File: src/rtl/cla_pkg.sv
// Shared carry-lookahead definitions for the team's CLA adder and subtractor.
package cla_pkg;

    localparam int unsigned CLA_BLK = 4;

    // Flat sum-of-products lookahead: c[i+1] = g[i] | p[i]g[i-1] | ... | p[i..0]cin
    function automatic logic [CLA_BLK:0] cla_carries(
        input logic [CLA_BLK-1:0] g,
        input logic [CLA_BLK-1:0] p,
        input logic               cin
    );
        logic [CLA_BLK:0] c;
        logic             t;
        c    = '0;
        c[0] = cin;
        for (int unsigned i = 0; i < CLA_BLK; i++) begin
            t = cin;
            for (int unsigned k = 0; k <= i; k++) t = t & p[k];
            c[i+1] = t;
            for (int unsigned j = 0; j <= i; j++) begin
                t = g[j];
                for (int unsigned k = j + 1; k <= i; k++) t = t & p[k];
                c[i+1] = c[i+1] | t;
            end
        end
        return c;
    endfunction

endpackage

File: src/rtl/cla_sub_pipe_if.sv
// Valid/ready operand and result bus for cla_sub_pipe.
interface cla_sub_pipe_if #(parameter int unsigned WIDTH = 16);

    logic             in_valid;
    logic             in_ready;
    logic [WIDTH-1:0] a;
    logic [WIDTH-1:0] b;
    logic             bin;
    logic             out_valid;
    logic             out_ready;
    logic [WIDTH-1:0] diff;
    logic             bout;
    logic             ovf;
    logic             zero;

    modport master (
        output in_valid, a, b, bin, out_ready,
        input  in_ready, out_valid, diff, bout, ovf, zero
    );

    modport slave (
        input  in_valid, a, b, bin, out_ready,
        output in_ready, out_valid, diff, bout, ovf, zero
    );

endinterface

File: src/rtl/cla_blk.sv
// One CLA_BLK-bit carry-lookahead group: s = x + y + cin, with group carry out.
module cla_blk
    import cla_pkg::*;
(
    input  logic [CLA_BLK-1:0] x,
    input  logic [CLA_BLK-1:0] y,
    input  logic               cin,
    output logic [CLA_BLK-1:0] s,
    output logic               cout
);

    logic [CLA_BLK-1:0] w_g;
    logic [CLA_BLK-1:0] w_p;
    logic [CLA_BLK:0]   w_c;

    assign w_g  = x & y;
    assign w_p  = x ^ y;
    assign w_c  = cla_carries(w_g, w_p, cin);
    assign s    = w_p ^ w_c[CLA_BLK-1:0];
    assign cout = w_c[CLA_BLK];

endmodule

File: src/rtl/cla_sub_pipe.sv
// Two-stage pipelined CLA subtractor, diff = a - b - bin as a + ~b + ~bin.
// Optional unsigned saturation on borrow: define CLA_SUB_SAT_EN.
module cla_sub_pipe
    import cla_pkg::*;
#(
    parameter int unsigned WIDTH = 16,
    parameter int unsigned BLK   = CLA_BLK
)(
    input  logic          clk,
    input  logic          rst,
    cla_sub_pipe_if.slave bus
);

    localparam int unsigned HALF = WIDTH / 2;
    localparam int unsigned NG   = HALF / BLK;

    logic [WIDTH-1:0] w_nb;
    logic [NG:0]      w_lo_c;
    logic [HALF-1:0]  w_lo_s;
    logic [NG:0]      w_hi_c;
    logic [HALF-1:0]  w_hi_s;
    logic [WIDTH-1:0] w_diff_raw;
    logic [WIDTH-1:0] w_diff_fin;
    logic             w_bout;
    logic             w_ovf;
    logic             w_s1_adv;
    logic             w_s2_adv;

    logic             r_s1_valid;
    logic [HALF-1:0]  r_lo_diff;
    logic             r_mid_c;
    logic [HALF-1:0]  r_a_hi;
    logic [HALF-1:0]  r_nb_hi;
    logic             r_out_valid;
    logic [WIDTH-1:0] r_diff;
    logic             r_bout;
    logic             r_ovf;
    logic             r_zero;

    assign w_nb      = ~bus.b;
    assign w_lo_c[0] = ~bus.bin;
    assign w_hi_c[0] = r_mid_c;

    for (genvar gi = 0; gi < NG; gi++) begin : g_lo
        cla_blk u_blk (
            .x    (bus.a[gi*BLK +: BLK]),
            .y    (w_nb[gi*BLK +: BLK]),
            .cin  (w_lo_c[gi]),
            .s    (w_lo_s[gi*BLK +: BLK]),
            .cout (w_lo_c[gi+1])
        );
    end

    for (genvar gi = 0; gi < NG; gi++) begin : g_hi
        cla_blk u_blk (
            .x    (r_a_hi[gi*BLK +: BLK]),
            .y    (r_nb_hi[gi*BLK +: BLK]),
            .cin  (w_hi_c[gi]),
            .s    (w_hi_s[gi*BLK +: BLK]),
            .cout (w_hi_c[gi+1])
        );
    end

    assign w_diff_raw = {w_hi_s, r_lo_diff};
    assign w_bout     = ~w_hi_c[NG];
    // b's sign bit is the complement of the registered ~b_hi sign bit.
    assign w_ovf      = (r_a_hi[HALF-1] != ~r_nb_hi[HALF-1]) &
                        (w_diff_raw[WIDTH-1] != r_a_hi[HALF-1]);

`ifdef CLA_SUB_SAT_EN
    assign w_diff_fin = w_bout ? '0 : w_diff_raw;
`else
    assign w_diff_fin = w_diff_raw;
`endif

    assign w_s2_adv     = !r_out_valid || bus.out_ready;
    assign w_s1_adv     = !r_s1_valid || w_s2_adv;
    assign bus.in_ready = w_s1_adv;

    always_ff @(posedge clk) begin
        if (rst) begin
            r_s1_valid <= 1'b0;
            r_lo_diff  <= '0;
            r_mid_c    <= 1'b0;
            r_a_hi     <= '0;
            r_nb_hi    <= '0;
        end else if (w_s1_adv) begin
            r_s1_valid <= bus.in_valid;
            if (bus.in_valid) begin
                r_lo_diff <= w_lo_s;
                r_mid_c   <= w_lo_c[NG];
                r_a_hi    <= bus.a[WIDTH-1:HALF];
                r_nb_hi   <= w_nb[WIDTH-1:HALF];
            end
        end
    end

    always_ff @(posedge clk) begin
        if (rst) begin
            r_out_valid <= 1'b0;
            r_diff      <= '0;
            r_bout      <= 1'b0;
            r_ovf       <= 1'b0;
            r_zero      <= 1'b0;
        end else if (w_s2_adv) begin
            r_out_valid <= r_s1_valid;
            if (r_s1_valid) begin
                r_diff <= w_diff_fin;
                r_bout <= w_bout;
                r_ovf  <= w_ovf;
                r_zero <= ~|w_diff_fin;
            end
        end
    end

    assign bus.out_valid = r_out_valid;
    assign bus.diff      = r_diff;
    assign bus.bout      = r_bout;
    assign bus.ovf       = r_ovf;
    assign bus.zero      = r_zero;

endmodule

File: src/flat_wrapper.sv
// flat-port wrapper written by rule: the top's interface ports become plain ports
module cla_sub_pipe_flat import cla_pkg::*;
#(
    parameter int unsigned WIDTH = 16,
    parameter int unsigned BLK   = CLA_BLK
)
  (clk, rst, bus_in_valid, bus_a, bus_b, bus_bin, bus_out_ready, bus_in_ready, bus_out_valid, bus_diff, bus_bout, bus_ovf, bus_zero);
  cla_sub_pipe_if #(.WIDTH(WIDTH)) bus_i ();
  input  logic clk;
  input  logic rst;
  input wire logic [$bits(bus_i.in_valid)-1:0] bus_in_valid;
  input wire logic [$bits(bus_i.a)-1:0] bus_a;
  input wire logic [$bits(bus_i.b)-1:0] bus_b;
  input wire logic [$bits(bus_i.bin)-1:0] bus_bin;
  input wire logic [$bits(bus_i.out_ready)-1:0] bus_out_ready;
  output wire logic [$bits(bus_i.in_ready)-1:0] bus_in_ready;
  output wire logic [$bits(bus_i.out_valid)-1:0] bus_out_valid;
  output wire logic [$bits(bus_i.diff)-1:0] bus_diff;
  output wire logic [$bits(bus_i.bout)-1:0] bus_bout;
  output wire logic [$bits(bus_i.ovf)-1:0] bus_ovf;
  output wire logic [$bits(bus_i.zero)-1:0] bus_zero;
  assign bus_i.in_valid = bus_in_valid;
  assign bus_i.a = bus_a;
  assign bus_i.b = bus_b;
  assign bus_i.bin = bus_bin;
  assign bus_i.out_ready = bus_out_ready;
  assign bus_in_ready = bus_i.in_ready;
  assign bus_out_valid = bus_i.out_valid;
  assign bus_diff = bus_i.diff;
  assign bus_bout = bus_i.bout;
  assign bus_ovf = bus_i.ovf;
  assign bus_zero = bus_i.zero;
  cla_sub_pipe #(.WIDTH(WIDTH), .BLK(BLK)) u_core (.clk(clk), .rst(rst), .bus(bus_i));
endmodule
File: config.mk
export PLATFORM = sky130hd
export DESIGN_NAME = cla_sub_pipe_flat
export DESIGN_NICKNAME = d
export VERILOG_FILES = /design/src/rtl/cla_pkg.sv /design/src/rtl/cla_sub_pipe_if.sv /design/src/rtl/cla_blk.sv /design/src/rtl/cla_sub_pipe.sv /design/src/flat_wrapper.sv
export SDC_FILE = /design/constraint.sdc
export NUM_CORES = 1
export LEC_CHECK = 0
export BUFFER_PORTS_ARGS = -buffer_cell sky130_fd_sc_hd__buf_2
export CORE_MARGIN = 10
export CORE_UTILIZATION = 50
export DETAILED_ROUTE_END_ITERATION = 6
export HOLD_SLACK_MARGIN = 0.12
export PLACE_DENSITY = 0.71
export SYNTH_ARGS = -nofsm -noshare
export SYNTH_HDL_FRONTEND = slang
export SYNTH_HIERARCHICAL = 1
export SYNTH_SLANG_ARGS = --single-unit
File: constraint.sdc
create_clock -name clk -period 6.4 [get_ports clk]
set_input_delay 0.64 -clock clk [delete_from_list [all_inputs] [get_ports clk]]
set_output_delay 0.64 -clock clk [all_outputs]
set_load 0.03 [all_outputs]
---- Word level (Yosys, flattened, before mapping) ----
Cells that the tools add are included.
word-level totals
  register bits ........................... 46
  bits in latches ......................... 0
  bits in writable memories ............... 0
  bits in read-only memories .............. 0
  bits of input ports ..................... 37
  output and inout port bits .............. 21
  logic and storage cells ................. 117
  memories kept ........................... 0
operators by class
  $add $sub $neg .......................... 0
  $mul .................................... 0
  div/mod/pow operators ................... 0
  order comparisons ....................... 0
  equal/unequal tests ..................... 2
  shift operators ......................... 0
  muxes and demuxes ....................... 0
  bitwise operators ....................... 97
  reduce and logical (&&, ||, !) cells .... 8
operators with widths
  operator            count
  $and A1 B1 Y1       41
  $or A1 B1 Y1        40
  $xor A4 B4 Y4       8
  $and A4 B4 Y4       4
  $not A16 Y16        1
  $reduce_or A16 Y1   1
  $reduce_and A2 Y1   2
  $logic_not A1 Y1    3
  $not A1 Y1          3
  $logic_or A1 B1 Y1  2
  $ne A1 B1 Y1        2

---- Longest topological paths before layout ----
  depth in word-level cells ............... 18
  gate-level depth with buffers ........... 12
  gate-level depth less buffers ........... 12

---- By module ----
The synthesis kept the hierarchy.
modules (own cells, without submodules)
  module                              times used  cells an instance  area an instance (sq um)  seq. area each (sq um)
  cla_sub_pipe                        1           216                1,823.0                   920.9
  cla_blk (u_core.g_hi[0].u_blk ...)  2           15                 151.4                     0.0
  cla_blk (u_core.g_lo[1].u_blk)      1           19                 166.4                     0.0
  cla_blk (u_core.g_lo[0].u_blk)      1           15                 143.9                     0.0

---- Worst setup path before layout ----
No wires, ideal clock.
  path kind ............................... input port to flip-flop
  from .................................... input bus_b[0]
  to ...................................... register u_core.r_lo_diff[6]
  arrival time ............................ 2,394 ps
  data required time ...................... 6,330 ps
  setup slack ............................. 3,936 ps
  cell stages on the path ................. 12
  cells stage by stage .................... inv_1 ha_1 ha_1 o211ai_1 nand2_1 a21o_1 ha_1 o21a_1 nor2_2 xnor2_1 nand3_1 a21oi_1
on the way
  cells in the longest elaborated chain, start to end .. 15
  elaborated cells between the ends (all ways) .. 19
ends and longest elaborated chain
  what                          RTL line            text
  start, declared               flat_wrapper.sv:13  input wire logic [$bits(bus_i.b)-1:0] bus_b;
  $not A16 Y16 *                cla_sub_pipe.sv:40  assign w_nb = ~bus.b;
  $xor A4 B4 Y4                 cla_blk.sv:17       assign w_p = x ^ y;
  $and A1 B1 Y1 (4 in a row)    cla_pkg.sv:18       for (int unsigned k = 0; k <= i; k++) t = t & p[k];
  $or A1 B1 Y1 * (4 in a row)   cla_pkg.sv:23       c[i+1] = c[i+1] | t;
  named net u_core.w_lo_c[1]    cla_sub_pipe.sv:18  logic [NG:0] w_lo_c;
  $and A1 B1 Y1 * (2 in a row)  cla_pkg.sv:18
  $or A1 B1 Y1 * (2 in a row)   cla_pkg.sv:23
  $xor A4 B4 Y4 *               cla_blk.sv:19       assign s = w_p ^ w_c[CLA_BLK-1:0];
  named net u_core.w_lo_s[6]    cla_sub_pipe.sv:19  logic [HALF-1:0] w_lo_s;
  end signal, assigned          cla_sub_pipe.sv:90  r_lo_diff <= w_lo_s;
  end, declared                 cla_sub_pipe.sv:30  logic [HALF-1:0] r_lo_diff;
Mark *: on every way through the listed nets, which the timed path passes. The rest lies on a longest branch.
A chain may end at the register's enable or synchronous reset.

---- Worst setup path after layout ----
  from .................................... register u_core.r_s1_valid
  to ...................................... output bus_in_ready
on the way
  cells in the longest elaborated chain, start to end .. 2
ends and longest elaborated chain
  what                    RTL line            text
  start, declared         cla_sub_pipe.sv:29  logic r_s1_valid;
  start signal, assigned  cla_sub_pipe.sv:88  r_s1_valid <= bus.in_valid;
  $logic_not A1 Y1        cla_sub_pipe.sv:77  assign w_s1_adv = !r_s1_valid || w_s2_adv;
  $logic_or A1 B1 Y1      cla_sub_pipe.sv:77
  end, declared           flat_wrapper.sv:16  output wire logic [$bits(bus_i.in_ready)-1:0] bus_in_ready;
No other way between the ends.

==> impl_metrics.env <==
export IMPL_setup_viol=0
export IMPL_drv_cap=0
export IMPL_dp_hpwl_um=4210
export IMPL_routedWlPerCell_um=14.3
export IMPL_antenna_found_initial=0
export IMPL_viasPerCell=5.38
export IMPL_cts_sinks=46
export IMPL_synth_avg_cell_area_um2=8.70
export IMPL_ys_types=34
export IMPL_layout_common_cells="buf_2 (57), a21oi_1 (48), dfxtp_1 (46)"
export IMPL_rows=25
export IMPL_grt_usage=0.139
export IMPL_die_width_um=89.8
export IMPL_finalSetupTns_ns=0
export IMPL_cts_buffers=5
export IMPL_grt_pass1_wl_um=9720
export IMPL_place_congestion=0.813
export IMPL_worst_pin_slew_ns=0.964
export IMPL_area_growth_pct=14.6
export IMPL_hold_viol=0
export IMPL_antenna_cells=0
export IMPL_min_period_ns=2.91
export IMPL_overflow=0
export IMPL_cp_arrival_ns=2.27
export IMPL_required_ns=5.76
export IMPL_start_util=0.516
export IMPL_cts_setup_buffers=0
export IMPL_vias=2107
export IMPL_ant_nets=0
export IMPL_placed_cells=384
export IMPL_pwr_density_cell_nw_per_um2=225
export IMPL_instances_no_fill=392
export IMPL_max_freq_mhz=344
export IMPL_drc=0
export IMPL_nets=385
export IMPL_grt_pass1_vias=2110
export IMPL_syn_inst=280
export IMPL_core_um2=4720
export IMPL_start_kind="register"
export IMPL_die_h_um=89.8
export IMPL_cts_tree="built"
export IMPL_rsz0062_at_grt="false"
export IMPL_fillCellCount=467
export IMPL_clkLatencyLatePin_ns=0.30
export IMPL_crit_type="register to primary output"
export IMPL_drtIter0Drc=75
export IMPL_pin_count=58
export IMPL_ir_drop_mv=0.115
export IMPL_drive_gt1_frac=0.234
export IMPL_finClkSkew_ns=0.00601
export IMPL_syn_cell_area_um2=2440
export IMPL_postCtsResizedCells=0
export IMPL_die_area_um2=8060
export IMPL_drt_wl_total_um=5600
export IMPL_cts_root_buffer="clkbuf_8"
export IMPL_holdCritPathClass="register to register"
export IMPL_synth_seq_area_share=0.378
export IMPL_syn_nets=341
export IMPL_yosys_warnings=6
export IMPL_path_clk_slew_ns=0.08
export IMPL_grt_max_degree=48
export IMPL_clockBufferDepth=2
export IMPL_final_common_cell="buf_2"
export IMPL_p_leak_nw=1.28
export IMPL_fin_crit_sh=0.454
export IMPL_drt_first_pass_iters=4
export IMPL_htreeDepth=2
export IMPL_crit_fanout=27
export IMPL_slew_headroom=0.356
export IMPL_hold_buffers=0
export IMPL_io_buffers=57
export IMPL_drv_slew=0
export IMPL_synth_seq_cells=46
export IMPL_end_kind="primary output"
export IMPL_outcome="finished clean"
-- routing by layer --
layer  routed length (um)  share of wire  vias to the layer above  GRT usage
li1                     -              -                     1084          -
met1                 2640           0.47                      963      0.182
met2                 2510           0.45                       53      0.208
met3                  354          0.063                        7     0.0424
met4                   88          0.016                        0     0.0539
met5                    0              0                        -          0
-- worst paths after layout --
path | slack (ns) | cells after the start | start | endpoint
max | 3.49 | 3 | u_core/r_s1_valid$_SDFFE_PP0P_ | bus_in_ready
min reg2reg | 0.47 | 2 | u_core/bus.diff[9]$_SDFFE_PP0P_ | u_core/bus.diff[9]$_SDFFE_PP0P_
max reg2reg | 3.70 | 12 | u_core/r_nb_hi[0]$_SDFFE_PP0P_ | u_core/bus.ovf$_SDFFE_PP0P_
min | 0.47 | 2 | u_core/bus.diff[9]$_SDFFE_PP0P_ | u_core/bus.diff[9]$_SDFFE_PP0P_
-- logic make-up (layout without fill, tap and decap cells) --
| group | Yosys count | count (layout) | synth area share |
|---|---|---|---|
| compound gates | 105 | 105 | 0.248 |
| xor+xnor | 12 | 12 | 0.0431 |
| fa+ha+maj | 24 | 24 | 0.136 |
| buf+inv | 36 | 81 | 0.0714 |
| flops | 46 | 46 | 0.378 |
| simple gates | 57 | 57 | 0.124 |
-- report_power, final --
part           internal [mW]  switching, mW
combinational         0.0521         0.0722
sequential             0.304         0.0151
clock                 0.0868         0.0964
total                  0.443          0.184
-- worst max-delay path: stages, from the launching register on --
cell and delay [ns]:
dfxtp_1 0.75, and3b_1 0.76, inv_6 0.20, buf_2 0.24
-- final cells by class --
class	count	area (um^2)	area share
multi-input combinational	198	1340	0.481
sequential	46	921	0.330
timing repair buffer	57	285	0.102
tap	67	83.8	0.0300
clock buffer	6	82.6	0.0296
inverter	16	65.1	0.0233
clock inverter	2	12.5	0.00448
-- synthesized netlist by cell type, drive strengths merged --
master	n	area share
o211ai	4	0.018
o21ai	35	0.072
inv	16	0.027
clkbuf	6	0.0092
nor3	2	0.0041
nand2	4	0.0062
nor3b	1	0.0031
nor4	4	0.010
fa	4	0.033
nand4	1	0.0026
xnor2	5	0.018
nor2	6	0.013
nand2b	1	0.0026
buf	14	0.035
a21o	4	0.012
dfxtp	46	0.38
and3b	2	0.0072
nand3	34	0.070
a211oi	8	0.027
a21oi	49	0.10
o21a	4	0.012
a311oi	1	0.0036
ha	20	0.10
xor2	7	0.025
nor2b	2	0.0051
-- flip-flops by register name (all words and copies together) (netlist names) --
register	count
u_core/r_nb_hi	8
u_core/r_mid_c	1
u_core/bus.diff	16
u_core/bus.ovf	1
u_core/r_a_hi	8
u_core/bus.bout	1
u_core/bus.zero	1
u_core/r_s1_valid	1
u_core/r_lo_diff	8
u_core/bus.out_valid	1
-- through the flow --
step                power [mW]  utilization  worst slack (ns)  instance area (um^2)  hold slack [ns]
floorplan                0.416            -              3.94                  2440            0.458
global placement         0.448        0.571              3.76                  2700            0.459
detailed placement       0.451        0.571              3.70                  2700            0.465
CTS                      0.633        0.591              3.51                  2790            0.477
global route             0.666        0.591              3.31                  2790            0.493
finish                   0.627        0.591              3.49                  2790            0.473
Note: power is estimated with default switching activity, not from simulation.
